## src/rtl/mem_access_unit.sv

```systemverilog
// Bus sequencer: splits 8/16-bit CPU requests into byte accesses on an
// 8-bit memory bus, holding each address for a fixed number of wait states.
module mem_access_unit #(
  parameter int WAIT_STATES = 1
) (
  input  logic        clk,
  input  logic        reset,
  input  logic        req_valid,
  output logic        req_ready,
  input  logic        req_write,
  input  logic        req_word,
  input  logic [15:0] req_address,
  input  logic [15:0] req_data,
  output logic        resp_valid,
  output logic [15:0] resp_data,
  output logic [15:0] bus_address,
  output logic [7:0]  bus_data_out,
  input  logic [7:0]  bus_data_in,
  output logic        bus_enable,
  output logic        bus_write_enable
);

  localparam int CW = (WAIT_STATES < 2) ? 1 : $clog2(WAIT_STATES + 1);
  localparam logic [CW-1:0] WAIT_INIT = CW'(WAIT_STATES);
  localparam logic [CW-1:0] WAIT_ONE  = CW'(1);

  typedef enum logic [1:0] {
    IDLE,
    BYTE0,
    BYTE1,
    DONE
  } state_t;

  state_t        state;
  logic [CW-1:0] wait_cnt;
  logic          lat_write;
  logic          lat_word;
  logic [15:0]   lat_addr;
  logic [7:0]    lat_hi;
  logic [7:0]    lo_byte;

  assign req_ready = (state == IDLE) & ~reset;

  always_ff @(posedge clk or posedge reset) begin
    if (reset) begin
      state            <= IDLE;
      wait_cnt         <= '0;
      lat_write        <= 1'b0;
      lat_word         <= 1'b0;
      lat_addr         <= '0;
      lat_hi           <= '0;
      lo_byte          <= '0;
      resp_valid       <= 1'b0;
      resp_data        <= '0;
      bus_address      <= '0;
      bus_data_out     <= '0;
      bus_enable       <= 1'b0;
      bus_write_enable <= 1'b0;
    end else begin
      unique case (state)
        IDLE: begin
          resp_valid <= 1'b0;
          if (req_valid) begin
            lat_write        <= req_write;
            lat_word         <= req_word;
            lat_addr         <= req_address;
            lat_hi           <= req_data[15:8];
            bus_address      <= req_address;
            bus_data_out     <= req_data[7:0];
            bus_enable       <= 1'b1;
            bus_write_enable <= 1'b0;
            wait_cnt         <= WAIT_INIT;
            state            <= BYTE0;
          end
        end
        BYTE0, BYTE1: begin
          if (wait_cnt != '0) begin
            wait_cnt <= wait_cnt - WAIT_ONE;
            // strobe lands in the final cycle of the byte access only
            bus_write_enable <= lat_write && (wait_cnt == WAIT_ONE);
          end else begin
            bus_write_enable <= 1'b0;
            if (state == BYTE0 && lat_word) begin
              lo_byte      <= bus_data_in;
              bus_address  <= lat_addr + 16'd1;
              bus_data_out <= lat_hi;
              wait_cnt     <= WAIT_INIT;
              state        <= BYTE1;
            end else begin
              bus_enable <= 1'b0;
              resp_valid <= 1'b1;
              if (!lat_write) begin
                if (state == BYTE1)
                  resp_data <= {bus_data_in, lo_byte};
                else
                  resp_data <= {8'h00, bus_data_in};
              end
              state <= DONE;
            end
          end
        end
        DONE: begin
          resp_valid <= 1'b0;
          state      <= IDLE;
        end
        default: state <= IDLE;
      endcase
    end
  end

endmodule

```

## config.mk

```make
export PLATFORM = sky130hd
export DESIGN_NAME = mem_access_unit
export DESIGN_NICKNAME = d
export VERILOG_FILES = /design/src/rtl/mem_access_unit.sv
export SDC_FILE = /design/constraint.sdc
export NUM_CORES = 1
export LEC_CHECK = 0
export BUFFER_PORTS_ARGS = -buffer_cell sky130_fd_sc_hd__clkbuf_2
export CAP_MARGIN = 20
export CORE_MARGIN = 2
export CORE_UTILIZATION = 46
export CTS_CLUSTER_SIZE = 10
export DETAILED_ROUTE_END_ITERATION = 7
export GPL_ROUTABILITY_DRIVEN = 0
export PLACE_DENSITY_LB_ADDON = 0.15
export SLEW_MARGIN = 20
export SYNTH_ARGS = -nofsm -noshare
export SYNTH_HDL_FRONTEND = slang
export SYNTH_SLANG_ARGS = --single-unit
```

## constraint.sdc

```tcl
create_clock -name clk -period 2.6 [get_ports clk]
set_input_delay 0.39 -clock clk [delete_from_list [all_inputs] [get_ports clk]]
set_output_delay 0.39 -clock clk [all_outputs]
set_load 0.02 [all_outputs]
```

==> results.env <==
RUN_STATUS='finished, final reports clean'
CTS.HOLD.BUFFERS_ADDED=0
IOPINCOUNT=89
LARGEST_FAMILY_OF_LOGIC_CELLS_BY_SYNTHESIZED_AREA='multiplexers'
WORST-R2R-CELL-COUNT=6
WIRE_LENGTH_OF_THE_FIRST_GLOBAL_ROUTING_PASS_UM=12900
AREA_ADDED_BETWEEN_SYNTHESIS_AND_FINISH_PCT=20.7
MAX-SLEW-MARGIN-REL_PCT=44.9
POST_SYNTH_MAIN_AREA_CONTRIBUTORS='sky130_fd_sc_hd__dfrtp_1 54%, sky130_fd_sc_hd__mux2_2 10%, sky130_fd_sc_hd__nand2_1 5.7%, sky130_fd_sc_hd__mux2i_1 5.4%, sky130_fd_sc_hd__o21ai_0 5.3%'
CLOCK_TREE.HTREE_LEVEL_COUNT=3
LAYOUT.NETS=481
MAXIMUM_CAPACITANCE_VIOLATIONS=0
REG2REG_SLACK_NS=0.27
CTS_SETUP_BUFFERS=0
TIGHTESTPINTRANSITION_NS=0.826
CLKSLEWWORSTSETUPHOLDPATHS_NS=0.09
CRITPATHSLOWESTCELL='sky130_fd_sc_hd__a21oi_1'
POST_SYNTH_TOP_CELLS='80 x sky130_fd_sc_hd__dfrtp_1, 56 x sky130_fd_sc_hd__nand2_1, 39 x sky130_fd_sc_hd__o21ai_0'
SYNTH_AREA_UM2=3710
CP.DEPTH=6
BIGGEST_AREA_CONSUMER_AMONG_SYNTHESIZED_CELLS='sky130_fd_sc_hd__dfrtp_1'
R2R-START='state[0]'
GRT_PASS1_VIAS=2591
SYNTH.MOST_COMMON_CELL='sky130_fd_sc_hd__dfrtp_1'
WORST_CLOCK_SKEW_NS=0.00940
CRITICAL_PATH.CELL_CHAIN='inv_1, ha_1, buf_4, a21oi_1, nand2_1, o22ai_1'
DP_HPWL_UM=5410
CP-ENDPOINT='bus_address[13]'
WORST_SETUP_PATH_START_KIND='flop'
IO_BUFFERS=88
POSTSYNTHNETCOUNT=389
VIA_COUNT=2736
DRT_DRC=0
WORST_HOLD_PATH_TYPE='input port to async pin'
CRIT_PATH_START='state[0]'
WL_UM=7740
NUMBER_OF_FILLER_CELLS_PLACED_IN_THE_LAYOUT=691
GRT_OVERFLOW_TOTAL=0
YS_SEQ_ELEMENTS=80
ROUTED_VIA_DENSITY=5.09
ANTENNA_LEFT=0
CTS-BUFFERS-INSERTED=9
CLOCK_PATH_BUFFERS=2
ASYNC_RESET_FF_SHARE_PCT=100
WORST_PATH_DOMINANT_CELL_FAMILY='compound AO/OA/AOI/OAI gates'
WORSTSETUPPATHTYPE='flop to flop'
DETAIL_ROUTE.WL_PER_CELL_UM=14.4
RSZ0062_AT_GRT='false'
SYNTH_SIMPLE_GATE_AREA_SHARE_PCT=13.4
NETLIST-CELL-TYPE-COUNT=33
SYNTH_ENABLE_FLOP_CELLS=0
ANTENNA-DIODE-COUNT=0
YS_SEQ_AREA_SHARE_PCT=53.9
CP.ARRIVAL_NS=2.60
SYNTH_FA_HA_AREA_SHARE_PCT=1.69
CRITPATHMAXSTAGEDELAY_NS=0.66
POWER-PER-CELL-AREA_nW_PER_UM2=1420
SYNTH_FF_TYPE='sky130_fd_sc_hd__dfrtp_1'
TIMING_HOLD_VIOLATIONS_FINAL=0
CP.BUFFERS_INVERTERS=2
MIN_PERIOD_OVER_PERIOD_PCT=89.8
DIE_Y_UM=93.8
CTS_RESIZED=0
REPORT.FINAL.SLEW_VIOL_COUNT=0
SYNTHXORXNORAREAFRAC_PCT=1.89
INSERTION_DELAY_NS=0.36
FINALSETUPTNS_NS=0
GRT_START_MAX_NET_PINS=24
SYNTH_TOP_CELL_AREA_SHARE_PCT=53.9
COMPLEX_GATE_FRACTION_OF_THE_SYNTHESIZED_AREA_PCT=10.2
ROWS=32
SYNTH_MUX_AREA_SHARE_PCT=15.7
TRITONCTS_NUM_SINKS=80
POSTSYNTHAREAPERCELL_UM2=10.9
MAX_FREQ_MHz=428
SYNTHESIS.INSTANCES=339
GRT_USAGE_PCT=18.9
TRITONCTS_CLOCK_TREE='built'
CRIT_REQUIRED_NS=2.86
FINAL_PERIOD_MINUS_WORST_SETUP_SLACK_NS=2.33
ROOT_BUFFER_CELL='sky130_fd_sc_hd__clkbuf_8'
POWER.STATIC_LEAKAGE_uW=0.00211
DRIVE_ABOVE_1_SHARE_PCT=35.8
DESIGN.CORE.AREA_UM2=7770
WORST_R2R_ENDPOINT='bus_address[13]'
DRTPASS1ITERATIONS=4
INITIAL_UTILIZATION_PCT=47.8
CHIPWIDTH_UM=93.8
VDD_IR_MAX_mV=0.565
DETAIL_ROUTE.ITER0.VIOLATIONS=143
NUMBER_OF_ANTENNA_VIOLATIONS_AT_THE_FIRST_CHECK_IN_GLOBAL_ROUTING=0
YOSYS_WARNINGS=0
TIMING.CRITICAL_PATH.TO_TYPE='flop'
TIMING.HOLD.WS_NS=0.00331
PATH_MAX_FANOUT=18
DIE_AREA_UM2=8800
SETUP_VIOLATIONS=0
==> worst min path at each step <==
stage	start	cells past startpoint	end
floorplan	lo_byte[0]	1	lo_byte[0]
global placement	reset	2	resp_data[2]
detailed placement	reset	2	resp_data[2]
CTS	reset	2	resp_data[2]
global route	reset	2	resp_data[2]
finish	reset	2	resp_data[2]
==> cell families (layout without fill, tap and decap cells) <==
kind of cell,count (synthesis),in the layout
and+or+nand+nor,98,98
DFF,80,80
AOI/OAI and AO/OA,68,68
muxes,54,54
buffers and inverters,26,123
xor gates and xnor gates,8,8
adders and majority gates,5,5
==> report_power, final <==
part | switching [uW] | internal (uW)
logic | 1840 | 1280
clock network | 496 | 455
registers | 455 | 1860
total | 2790 | 3590
==> metal layers <==
metal	wire [um]	global-route usage, %
met1	3750	25.9
met2	3440	29.3
met3	448	5.30
met4	101	5.80
met5	0	0
==> flip-flops by register name, indices dropped and copies added (netlist names) <==
register	count
bus_write_enable	1
bus_data_out	8
resp_data	16
state	2
bus_address	16
lat_word	1
lat_hi	8
resp_valid	1
lat_addr	16
wait_cnt	1
lo_byte	8
bus_enable	1
lat_write	1
==> layout make-up <==
class	count	area [um2]	share of cell area, %
repair buffers	99	523	11.7
well taps	102	128	2.85
clock inverters	7	80.1	1.79
multi-input cells	233	1590	35.5
flip-flops and latches	80	2000	44.7
clock buffers	9	124	2.76
inverters	8	31.3	0.698
==> cell usage in the layout (no fill, tap or decap) <==
cell                         Yosys  layout
sky130_fd_sc_hd__a21o_1          1       1
sky130_fd_sc_hd__a21oi_1        10      10
sky130_fd_sc_hd__a31oi_1         1       1
sky130_fd_sc_hd__buf_4           0      11
sky130_fd_sc_hd__bufinv_16       0       1
sky130_fd_sc_hd__clkbuf_2        0      88
sky130_fd_sc_hd__clkbuf_8        0       9
sky130_fd_sc_hd__clkinv_2        0       2
sky130_fd_sc_hd__clkinv_4        0       2
sky130_fd_sc_hd__clkinvlp_4      0       1
sky130_fd_sc_hd__dfrtp_1        80      80
sky130_fd_sc_hd__ha_1            5       5
sky130_fd_sc_hd__inv_1           7       6
sky130_fd_sc_hd__inv_2           1       1
sky130_fd_sc_hd__inv_6           0       1
sky130_fd_sc_hd__inv_8           0       1
sky130_fd_sc_hd__mux2_2         34      34
sky130_fd_sc_hd__mux2i_1        20      20
sky130_fd_sc_hd__nand2_1        56      56
sky130_fd_sc_hd__nand3_1        10      10
sky130_fd_sc_hd__nand3b_1        2       2
sky130_fd_sc_hd__nand4_1         1       1
sky130_fd_sc_hd__nand4_4         2       2
sky130_fd_sc_hd__nor2_1          7       7
sky130_fd_sc_hd__nor2b_1         2       2
sky130_fd_sc_hd__nor3_1          9       9
sky130_fd_sc_hd__nor3_2          1       1
sky130_fd_sc_hd__nor4_1          5       5
sky130_fd_sc_hd__nor4_4          2       2
sky130_fd_sc_hd__o211ai_1        3       3
sky130_fd_sc_hd__o21a_1          4       4
sky130_fd_sc_hd__o21ai_0        39      39
sky130_fd_sc_hd__o21ai_1         3       3
sky130_fd_sc_hd__o22ai_1         3       3
sky130_fd_sc_hd__o31a_1          3       3
sky130_fd_sc_hd__o31ai_1         1       1
sky130_fd_sc_hd__or2_1           1       1
sky130_fd_sc_hd__xnor2_1         8       8
==> worst register-to-register path, stage by stage (launching register included) <==
cell and delay [ns]:
sky130_fd_sc_hd__dfrtp_1 0.39, sky130_fd_sc_hd__inv_1 0.09, sky130_fd_sc_hd__ha_1 0.33, sky130_fd_sc_hd__buf_4 0.22, sky130_fd_sc_hd__a21oi_1 0.67, sky130_fd_sc_hd__nand2_1 0.30
sky130_fd_sc_hd__o22ai_1 0.26
==> through the flow <==
stage               instance area (um2)  power, uW  setup WS, ns  std cells  util [%]
global route                       4480       6930        0.0405        538      57.7
floorplan                          3710       4590         0.158        339         -
CTS                                4480       6450         0.262        538      57.7
detailed placement                 4280       5490         0.322        522      55.1
finish                             4480       6380         0.265        538      57.7
global placement                   4280       5400         0.382        522      55.1
Power figures use the tool's default switching activity.
